<file path="src/rtl/controlador_es_pkg.sv">
// Shared types and constants for the IN/OUT responder of the single-cycle CPU.
// Benches pull the opcode values from here to drive decoder-like stimulus.
package controlador_es_pkg;

  typedef enum logic [1:0] {
    OCIOSO    = 2'd0,
    ESPERA_IN = 2'd1,
    LIBERA    = 2'd2
  } estado_t;

  localparam int DATA_WIDTH_PADRAO = 32;
  localparam int SW_WIDTH_PADRAO   = 16;

  localparam logic [4:0] OPCODE_IN  = 5'b00010;
  localparam logic [4:0] OPCODE_OUT = 5'b00011;

endpackage

</file>
<file path="src/rtl/controlador_es_debounce_botao.sv">
// Pushbutton conditioning: 2-flop synchroniser, stability counter and a
// one-cycle pulse on each accepted 0->1 transition of the debounced level.
module debounce_botao
  import controlador_es_pkg::*;
#(
  parameter int DEBOUNCE_CYCLES = 50000
) (
  input  logic clk,
  input  logic rst_n,
  input  logic botao,
  output logic nivel,
  output logic evtBotao
);

  localparam int CW = $clog2(DEBOUNCE_CYCLES);
  localparam logic [CW-1:0] CNT_FIM = CW'(DEBOUNCE_CYCLES - 1);

  logic          sinc1;
  logic          sinc2;
  logic          nivel_ant;
  logic [CW-1:0] cnt;

  always_ff @(posedge clk) begin
    if (!rst_n) begin
      sinc1     <= 1'b0;
      sinc2     <= 1'b0;
      nivel     <= 1'b0;
      nivel_ant <= 1'b0;
      cnt       <= '0;
    end else begin
      sinc1     <= botao;
      sinc2     <= sinc1;
      nivel_ant <= nivel;
      // any sample agreeing with the current level restarts the stability run
      if (sinc2 == nivel) begin
        cnt <= '0;
      end else if (cnt == CNT_FIM) begin
        nivel <= sinc2;
        cnt   <= '0;
      end else begin
        cnt <= cnt + 1'b1;
      end
    end
  end

  assign evtBotao = nivel & ~nivel_ant;

endmodule

</file>
<file path="src/rtl/controlador_es.sv">
// IN/OUT responder: stalls the CPU on IN until a debounced button press, then
// hands over the switch word; latches the ALU result into the display on OUT.
module controlador_es
  import controlador_es_pkg::*;
#(
  parameter int DEBOUNCE_CYCLES = 50000,
  parameter int SW_WIDTH        = SW_WIDTH_PADRAO,
  parameter int DATA_WIDTH      = DATA_WIDTH_PADRAO
) (
  input  logic                  clk,
  input  logic                  rst_n,
  input  logic                  lerIn,
  input  logic                  escreverOut,
  input  logic [DATA_WIDTH-1:0] dadoOut,
  input  logic [SW_WIDTH-1:0]   chaves,
  input  logic                  botao,
  output logic                  pausa,
  output logic [DATA_WIDTH-1:0] dadoIn,
  output logic [DATA_WIDTH-1:0] display,
  output logic                  outValido
);

  estado_t estado;
  estado_t prox_estado;
  logic    evt_botao;
  logic    nivel_botao;
  logic    captura;

  debounce_botao #(
    .DEBOUNCE_CYCLES(DEBOUNCE_CYCLES)
  ) u_debounce (
    .clk      (clk),
    .rst_n    (rst_n),
    .botao    (botao),
    .nivel    (nivel_botao),
    .evtBotao (evt_botao)
  );

  always_ff @(posedge clk) begin
    if (!rst_n) begin
      estado <= OCIOSO;
    end else begin
      estado <= prox_estado;
    end
  end

  always_comb begin
    prox_estado = estado;
    pausa       = 1'b0;
    captura     = 1'b0;
    case (estado)
      OCIOSO: begin
        // stall already in the first IN cycle so the PC never slips past it
        pausa = lerIn;
        if (lerIn) begin
          prox_estado = ESPERA_IN;
        end
      end
      ESPERA_IN: begin
        pausa = 1'b1;
        if (evt_botao && nivel_botao) begin
          captura     = 1'b1;
          prox_estado = LIBERA;
        end
      end
      LIBERA: begin
        prox_estado = OCIOSO;
      end
      default: begin
        prox_estado = OCIOSO;
      end
    endcase
    if (!rst_n) begin
      pausa = 1'b0;
    end
  end

  always_ff @(posedge clk) begin
    if (!rst_n) begin
      dadoIn    <= '0;
      display   <= '0;
      outValido <= 1'b0;
    end else begin
      if (captura) begin
        dadoIn <= DATA_WIDTH'(chaves);
      end
      // a stalled cycle must not commit an OUT
      outValido <= 1'b0;
      if (escreverOut && !pausa) begin
        display   <= dadoOut;
        outValido <= 1'b1;
      end
    end
  end

endmodule

</file>
<file path="config.mk">
export PLATFORM = sky130hd
export DESIGN_NAME = controlador_es
export DESIGN_NICKNAME = d
export VERILOG_FILES = /design/src/rtl/controlador_es_pkg.sv /design/src/rtl/controlador_es_debounce_botao.sv /design/src/rtl/controlador_es.sv
export SDC_FILE = /design/constraint.sdc
export NUM_CORES = 1
export LEC_CHECK = 0
export CAP_MARGIN = 20
export CORE_MARGIN = 8
export CORE_UTILIZATION = 45
export DETAILED_ROUTE_END_ITERATION = 8
export MAX_ROUTING_LAYER = met4
export PLACE_DENSITY = 0.82
export SYNTH_ARGS = -nofsm -noshare
export SYNTH_HDL_FRONTEND = slang
export SYNTH_SLANG_ARGS = --single-unit
</file>
<file path="constraint.sdc">
create_clock -name clk -period 3.3 [get_ports clk]
set_input_delay 0.99 -clock clk [delete_from_list [all_inputs] [get_ports clk]]
set_output_delay 0.99 -clock clk [all_outputs]
set_load 0.03 [all_outputs]
</file>
==> results.sh, run 1 <==
export IMPL_path_class="input port to primary output"
export IMPL_synth_largest_area_cell="dfxtp_1"
export IMPL_yosysUniqueCellTypes=31
export IMPL_critPathMaxStageDelay_ns=0.50
export IMPL_dieWidth_um=95.7
export IMPL_setup_violations=0
export IMPL_p_sw_share_pct=24.3
export IMPL_hold_depth=2
export IMPL_combinationalPowerShare_pct=13.2
export IMPL_gr_total_overflow=0
export IMPL_fmax_ghz=0.339
export IMPL_drv_cap=0
export IMPL_report_final_slew_viol_count=0
export IMPL_reg2reg_slack_ns=1.48
export IMPL_grt_pass1_vias=2376
export IMPL_grt_pass1_wl_um=11100
export IMPL_grt_setup_unrepaired="no"
export IMPL_fin_nets=486
export IMPL_cts_tree="built"
export IMPL_clk_pin_slew_ns=0.07
export IMPL_critical_path_buf_inv_count=2
export IMPL_drt_iter0_drc=102
export IMPL_skew_ns=0.00832
export IMPL_place_hpwl_um=5120
export IMPL_portBuffers=102
export IMPL_viasPerCell=4.67
export IMPL_die_area_um2=9160
export IMPL_post_cts_buffers=0
export IMPL_wire_per_inst_um=14.0
export IMPL_slowest_stage="clkdlybuf4s50_1"
export IMPL_peakVddDrop_mv=0.352
export IMPL_hp_start="dadoIn[14]"
export IMPL_cp_data_arrival_time_ns=1.96
export IMPL_p_sw_mw=0.464
export IMPL_die_h_um=95.7
export IMPL_diodes=0
export IMPL_worst_ep_required_time_ns=2.31
export IMPL_startpoint_type="input port"
export IMPL_coreArea_um2=6240
export IMPL_cts_htree_levels=3
export IMPL_drive_above_1_share_pct=5.95
export IMPL_final_cell_mix="103 x nand2_1, 101 x clkdlybuf4s50_1, 71 x dfxtp_1"
export IMPL_reg2reg_to="u_debounce.cnt[4]"
export IMPL_syn_inst=332
export IMPL_ys_warn_count=0
export IMPL_ios=119
export IMPL_pwr_share_clk_pct=40.0
export IMPL_clockBufferDepth=2
export IMPL_grt_use_total_pct=16.0
export IMPL_ys_ff_latch=71
export IMPL_routed_wl_um=7210
export IMPL_layout_commonest_cell="nand2_1"
export IMPL_power_share_sequential_pct=46.8
export IMPL_placementRows=29
export IMPL_cp_top_family="buffers and inverters"
export IMPL_p_leak_nw=1.47
export IMPL_cts_buffers=9
export IMPL_crit_chain="clkdlybuf4s50_1 -> nand2b_1 -> nor2_1 -> buf_4"
export IMPL_hold_viol_final=0
export IMPL_endpoint_kind="primary output"
export IMPL_ctsResizeCount=0
export IMPL_ff2ff_path_depth=5
export IMPL_yosysSeqAreaShare_pct=49.7
export IMPL_drt_pass1_iterations=4
export IMPL_syn_area_um2=2860
export IMPL_initial_utilization_pct=45.8
export IMPL_placed_cell_area_um2=3870
export IMPL_setup_worst_path_start="rst_n"
export IMPL_syn_to_final_growth_pct=43.9
export IMPL_root_buffer="clkbuf_8"
export IMPL_fin_util_pct=65.9
export IMPL_cts_sinks=71
export IMPL_cts_hold_buf=0
export IMPL_fin_setup_tns_ns=0
export IMPL_synthTopCellsByArea="dfxtp_1 50%, nand2_1 14%, a21boi_0 12%"
export IMPL_ant_nets=0
export IMPL_outcome="finished, final reports clean"
export IMPL_clkLatencyLatePin_ns=0.34
export IMPL_p_per_area_nw_per_um2=465
export IMPL_hold_end="dadoIn[14]"
export IMPL_worstPathMaxFanout=4
export IMPL_relSlewSlack_pct=58.2
export IMPL_fin_crit_ns=2.95
export IMPL_antenna_found_initial=0
export IMPL_grt_max_degree=56
export IMPL_period_share_pct=89.4
export IMPL_drc=0
export IMPL_worstReg2RegStart="u_debounce.cnt[0]"
export IMPL_syn_avg_cell_area_um2=8.61
export IMPL_design_area_um2=4110
export IMPL_worst_slew_pin_slew_ns=0.626
export IMPL_num_vias=2402
export IMPL_internal_power_mw=1.45
export IMPL_gp_congestion=0.767
export IMPL_hold_path_class="flip-flop to flip-flop"
export IMPL_synth_top_area_share_pct=49.7
==> cells in the mapped netlist <==
library cell / n
a21boi_0: 45
a21boi_1: 3
and2_1: 5
and3_1: 1
buf_2: 5
buf_4: 16
buf_6: 1
clkbuf_1: 10
conb_1: 1
dfxtp_1: 71
ha_1: 1
inv_1: 5
mux2i_1: 1
nand2_1: 103
nand2b_1: 1
nand3_1: 4
nand3_4: 1
nand3b_1: 1
nand4_1: 2
nand4_4: 1
nor2_1: 25
nor3_1: 3
nor4_1: 5
nor4b_1: 1
o21a_1: 1
o21ai_1: 1
o31ai_4: 1
or2_2: 1
or2_4: 1
xnor2_1: 12
xor2_1: 3
==> flip-flops by register name (all words and copies together), names as in the netlist <==
name,count
estado,2
u_debounce.sinc2,1
u_debounce.sinc1,1
u_debounce.cnt,16
u_debounce.nivel,1
u_debounce.nivel_ant,1
outValido,1
display,32
dadoIn,16
==> final cells by class <==
class	count	area (µm²)
tap	77	96.3
clock buffer	11	141
fill	517	2130
timing repair buffer	106	1070
sequential	71	1420
inverter	5	18.8
clock inverter	5	81.3
multi-input combinational	239	1280
==> worst max-delay path by stage <==
stage	end	slack [ns]	depth (start not counted)
6_report	pausa	0.35	4
5_1_grt	pausa	0.26	4
4_1_cts	pausa	0.35	4
3_5_place_dp	display[11]	0.32	5
3_3_place_gp	display[0]	0.41	5
2_1_floorplan	pausa	0.79	2
==> power groups by stage <==
stage,clock network [mW],logic [mW],registers [mW]
floorplan,0,0.0946,0.958
global placement,0,0.247,0.912
detailed placement,0,0.250,0.914
CTS,0.786,0.251,0.894
global route,0.817,0.269,0.896
finish,0.764,0.252,0.894
==> tightest hold or removal path: stages, from the launching register on <==
cell and delay (ns):
dfxtp_1 0.31, nand2_1 0.05, a21boi_1 0.05
==> per-stage QoR <==
step,cells,worst slack (ns),power (mW),hold slack (ns)
floorplan,347,0.790,1.05,0.412
global placement,496,0.408,1.16,0.440
detailed placement,496,0.316,1.16,0.451
CTS,512,0.352,1.93,0.462
global route,514,0.264,1.98,0.477
finish,514,0.351,1.91,0.458
==> per-layer routing <==
metal  up-vias  part of all wire, %  track usage (%)
li1       1231                    -                -
met1      1073                   43             18.2
met2        86                   48             25.1
met3        12                  7.2             4.29
met4         0                  2.0             8.71
met5         -                    0                -
==> logic make-up (layout without fill, tap and decap cells) <==
family	count (synthesis)	count (layout)	share of synthesized area, %
xor gates and xnor gates	15	15	4.60
muxes	1	1	0.350
DFF	71	71	49.7
other	1	16	0.131
adders and majority gates	1	1	0.438
AOI/OAI and AO/OA	51	51	13.8
buffers and inverters	37	127	7.44
and+or+nand+nor	155	155	23.5
(Power assumes the default switching activity.)
==> inputs of run 2 (changes only) <==
--- a/config.mk
+++ b/config.mk
@@ -7,10 +7,10 @@
 export LEC_CHECK = 0
 export CAP_MARGIN = 20
 export CORE_MARGIN = 8
-export CORE_UTILIZATION = 45
+export CORE_UTILIZATION = 46
 export DETAILED_ROUTE_END_ITERATION = 8
 export MAX_ROUTING_LAYER = met4
-export PLACE_DENSITY = 0.82
+export PLACE_DENSITY = 0.83
 export SYNTH_ARGS = -nofsm -noshare
 export SYNTH_HDL_FRONTEND = slang
 export SYNTH_SLANG_ARGS = --single-unit
==> results.sh, run 2 (synthesis results as in run 1) <==
export IMPL_outcome="finished, final reports clean"
export IMPL_num_vias=2455
export IMPL_clockBufferDepth=2
export IMPL_cts_tree="built"
export IMPL_reg_top3="display x32, dadoIn x16, u_debounce.cnt x16"
export IMPL_post_cts_buffers=0
export IMPL_wire_per_inst_um=14.1
export IMPL_initial_utilization_pct=48.0
export IMPL_dieWidth_um=94.8
export IMPL_routed_wl_um=7230
export IMPL_syn_to_final_growth_pct=43.3
export IMPL_placementRows=28
export IMPL_cts_hold_buf=0
export IMPL_grt_setup_unrepaired="no"
export IMPL_skew_ns=0.00837
export IMPL_viasPerCell=4.79
export IMPL_grt_pass1_vias=2566
export IMPL_fin_setup_tns_ns=0
export IMPL_cts_buffers=9
export IMPL_fin_ws_ns=0.308
export IMPL_grt_pass1_wl_um=11900
export IMPL_p_leak_nw=1.46
export IMPL_ctsResizeCount=0
export IMPL_drt_pass1_iterations=4
export IMPL_layout_commonest_cell="nand2_1"
export IMPL_startpoint_type="input port"
export IMPL_worstPathMaxFanout=4
export IMPL_ff2ff_path_depth=5
export IMPL_drt_iter0_drc=136
export IMPL_die_area_um2=8990
export IMPL_hold_path_class="flip-flop to flip-flop"
export IMPL_root_buffer="clkbuf_8"
export IMPL_grt_max_degree=56
export IMPL_path_class="input port to primary output"
export IMPL_die_h_um=94.8
export IMPL_drc=0
export IMPL_largest_reg_flops=32
export IMPL_drv_cap=0
export IMPL_drive_above_1_share_pct=6.18
export IMPL_final_cell_mix="103 x nand2_1, 101 x clkdlybuf4s50_1, 71 x dfxtp_1"
export IMPL_fmax_ghz=0.334
export IMPL_setup_violations=0
export IMPL_regArea_um2=1420
export IMPL_ant_nets=0
export IMPL_report_final_slew_viol_count=0
export IMPL_gp_congestion=0.761
export IMPL_holdWs_ns=0.435
export IMPL_gr_total_overflow=0
export IMPL_peakVddDrop_mv=0.310
export IMPL_cp_data_arrival_time_ns=2.00
export IMPL_worst_ep_required_time_ns=2.31
export IMPL_fillers=488
export IMPL_period_share_pct=90.7
export IMPL_p_per_area_nw_per_um2=448
export IMPL_multiInputGateArea_um2=1280
export IMPL_cts_sinks=71
export IMPL_diodes=0
export IMPL_relSlewSlack_pct=57.3
export IMPL_place_hpwl_um=5390
export IMPL_fin_crit_ns=2.99
export IMPL_antenna_found_initial=0
export IMPL_coreArea_um2=5960
export IMPL_worst_slew_pin_slew_ns=0.640
export IMPL_endpoint_kind="primary output"
export IMPL_cts_htree_levels=3
export IMPL_clk_pin_slew_ns=0.07
export IMPL_regMostFlops="display"
export IMPL_clkLatencyLatePin_ns=0.34
export IMPL_place_ws_ns=0.309
export IMPL_hold_depth=1
export IMPL_portBuffers=102
export IMPL_hold_viol_final=0
export IMPL_fin_nets=486
export IMPL_grt_use_total_pct=17.3
export IMPL_ios=119
## run 2: cell types whose count changed in the layout (fill, tap and decap cells not counted)
| cell | previous run | this run |
|---|---|---|
| clkbuf_1 | 1 | 0 |
| clkinv_2 | 1 | 3 |
| clkinvlp_4 | 1 | 2 |
| buf_8 | 1 | 0 |
| bufinv_16 | 2 | 1 |
| clkinv_4 | 1 | 0 |
| buf_16 | 0 | 1 |
## run 2: metrics by stage
stage	instances	utilization, %	total power, mW	area, µm²
floorplan	347	-	1.05	2920
global placement	494	64.9	1.16	3860
detailed placement	495	65.4	1.17	3890
CTS	511	68.7	1.86	4090
global route	512	68.8	1.92	4100
finish	512	68.8	1.84	4100
## run 2: routing by layer
metal,vias to the layer above,global-route usage (%),routed length [µm]
li1,1236,-,-
met3,14,6.51,635
met4,0,7.93,155
met2,88,28.3,3470
met5,-,-,0
met1,1117,18.3,2970
## run 2: area by class of cell
class                           count  area share [%]
Clock buffer                       10            3.36
Clock inverter                      6            1.47
Inverter                            5           0.458
Multi-Input combinational cell    239            31.4
Sequential cell                    71            34.7
Tap cell                           75            2.29
Timing Repair Buffer              106            26.4
## run 2: critical path, cell delays in order
cell             delay (ns)
clkdlybuf4s50_1        0.50
nand2b_1               0.13
nor2_1                 0.19
buf_4                  0.19
## run 2: worst paths after layout
| kind | from | endpoint | slack [ns] |
|---|---|---|---|
| worst max-delay path | rst_n | pausa | 0.31 |
| worst min-delay path | u_debounce.sinc1 | u_debounce.sinc2 | 0.43 |
| worst max register to register | u_debounce.cnt[0] | u_debounce.cnt[4] | 1.45 |
| worst min register to register | u_debounce.sinc1 | u_debounce.sinc2 | 0.43 |
## run 2: power breakdown
group	internal (mW)	total (mW)	switching (mW)
sequential	0.881	0.893	0.0117
combinational	0.121	0.255	0.134
clock	0.366	0.690	0.324
total	1.37	1.84	0.470
==> inputs of run 3 (changes only) <==
--- a/config.mk
+++ b/config.mk
@@ -7,10 +7,10 @@
 export LEC_CHECK = 0
 export CAP_MARGIN = 20
 export CORE_MARGIN = 8
-export CORE_UTILIZATION = 46
+export CORE_UTILIZATION = 40
 export DETAILED_ROUTE_END_ITERATION = 8
 export MAX_ROUTING_LAYER = met4
-export PLACE_DENSITY = 0.83
+export PLACE_DENSITY = 0.74
 export SYNTH_ARGS = -nofsm -noshare
 export SYNTH_HDL_FRONTEND = slang
 export SYNTH_SLANG_ARGS = --single-unit
==> results.sh, run 3 (synthesis results as in run 1) <==
export IMPL_outcome="finished, final reports clean"
export IMPL_reg2reg_slack_ns=1.47
export IMPL_gr_total_overflow=0
export IMPL_design_area_um2=4180
export IMPL_holdWs_ns=0.435
export IMPL_cts_htree_levels=3
export IMPL_placementRows=31
export IMPL_cts_buffers=9
export IMPL_skew_ns=0.00694
export IMPL_viasPerCell=4.43
export IMPL_endpoint_kind="primary output"
export IMPL_combinationalPowerShare_pct=12.4
export IMPL_critical_path_buf_inv_count=2
export IMPL_wire_per_inst_um=13.2
export IMPL_path_class="input port to primary output"
export IMPL_drive_above_1_share_pct=6.18
export IMPL_ant_nets=0
export IMPL_cts_tree="built"
export IMPL_worst_slew_pin_slew_ns=0.635
export IMPL_period_share_pct=89.1
export IMPL_ctsResizeCount=0
export IMPL_setup_violations=0
export IMPL_fin_setup_tns_ns=0
export IMPL_drt_pass1_iterations=4
export IMPL_clk_pin_slew_ns=0.07
export IMPL_grt_max_degree=56
export IMPL_peakVddDrop_mv=0.287
export IMPL_final_cell_mix="103 x nand2_1, 101 x clkdlybuf4s50_1, 71 x dfxtp_1"
export IMPL_p_leak_nw=1.50
export IMPL_reg2reg_to="u_debounce.cnt[12]"
export IMPL_worst_ep_required_time_ns=2.31
export IMPL_dp_cells=520
export IMPL_crit_chain="clkdlybuf4s50_1 -> nand2b_1 -> nor2_1 -> buf_4"
export IMPL_fin_crit_ns=2.94
export IMPL_cts_hold_buf=0
export IMPL_regArea_um2=1420
export IMPL_antenna_found_initial=0
export IMPL_syn_to_final_growth_pct=46.3
export IMPL_layout_commonest_cell="nand2_1"
export IMPL_place_hpwl_um=5100
export IMPL_grt_pass1_vias=2323
export IMPL_hold_end="u_debounce.sinc2"
export IMPL_largest_reg_flops=32
export IMPL_slowest_stage="clkdlybuf4s50_1"
export IMPL_p_sw_mw=0.469
export IMPL_post_cts_buffers=0
export IMPL_drc=0
export IMPL_ff2ff_path_depth=5
export IMPL_fmax_ghz=0.340
export IMPL_fillers=634
export IMPL_portBuffers=102
export IMPL_cp_data_arrival_time_ns=1.95
export IMPL_hold_path_class="flip-flop to flip-flop"
export IMPL_place_ws_ns=0.359
export IMPL_regMostFlops="display"
export IMPL_die_h_um=101
export IMPL_diodes=0
export IMPL_fin_ws_ns=0.360
export IMPL_num_vias=2374
export IMPL_multiInputGateArea_um2=1280
export IMPL_die_area_um2=10100
export IMPL_pwr_share_clk_pct=44.0
export IMPL_coreArea_um2=7100
export IMPL_ios=119
export IMPL_hold_viol_final=0
export IMPL_critPathMaxStageDelay_ns=0.48
export IMPL_grt_pass1_wl_um=11100
export IMPL_fin_util_pct=58.9
export IMPL_hp_start="u_debounce.sinc1"
export IMPL_grt_use_total_pct=14.3
export IMPL_dieWidth_um=101
export IMPL_drt_iter0_drc=75
export IMPL_clkLatencyLatePin_ns=0.34
export IMPL_grt_setup_unrepaired="no"
export IMPL_placed_cell_area_um2=3900
export IMPL_total_power_mw=2.05
export IMPL_worstReg2RegStart="u_debounce.cnt[0]"
export IMPL_routed_wl_um=7090
export IMPL_gp_congestion=0.750
export IMPL_cts_sinks=71
export IMPL_hold_depth=1
export IMPL_worstPathMaxFanout=4
export IMPL_reg_top3="display x32, dadoIn x16, u_debounce.cnt x16"
export IMPL_root_buffer="clkbuf_8"
export IMPL_cp_top_family="buffers and inverters"
export IMPL_report_final_slew_viol_count=0
export IMPL_drv_cap=0
export IMPL_internal_power_mw=1.58
export IMPL_power_share_sequential_pct=43.7
export IMPL_relSlewSlack_pct=57.7
export IMPL_clockBufferDepth=2
export IMPL_fin_cells=536
export IMPL_startpoint_type="input port"
export IMPL_fin_nets=487
export IMPL_p_sw_share_pct=22.9
export IMPL_initial_utilization_pct=40.3
export IMPL_p_per_area_nw_per_um2=489
-- run 3: changes by cell type in the layout (fill, tap and decap cells not counted), sizes merged --
cell,delta
bufinv,+3
clkinvlp,-2
buf,+1
clkbuf,-1
clkinv,-1
-- run 3: how the worst max path moves through the flow --
stage               startpoint          end  slack (ns)  cells after the start
floorplan                rst_n        pausa        0.79                      2
global placement         lerIn  display[20]        0.36                      5
detailed placement       lerIn   display[7]        0.36                      5
CTS                      rst_n        pausa        0.38                      4
global route             rst_n        pausa        0.30                      4
finish                   rst_n        pausa        0.36                      4
-- run 3: power groups by stage --
stage / clock, mW / sequential, mW / combinational [mW]
2_1_floorplan: 0 / 0.958 / 0.0946
3_5_place_dp: 0 / 0.913 / 0.249
6_report: 0.899 / 0.893 / 0.253
5_1_grt: 0.958 / 0.896 / 0.271
3_3_place_gp: 0 / 0.912 / 0.247
4_1_cts: 0.921 / 0.893 / 0.250
-- run 3: cell type report --
cell class,instances,area share [%]
Sequential cell,71,34.0
Multi-Input combinational cell,239,30.7
Timing Repair Buffer,107,25.7
Clock inverter,6,3.20
Clock buffer,9,2.96
Tap cell,99,2.96
Inverter,5,0.449
-- run 3: routing by layer --
layer | global-route usage (%) | part of all wire, % | vias to the layer above
met5 | - | 0 | -
met4 | 5.58 | 1.4 | 0
met3 | 5.73 | 6.9 | 10
met2 | 22.6 | 47 | 70
met1 | 15.9 | 44 | 1060
li1 | - | - | 1234
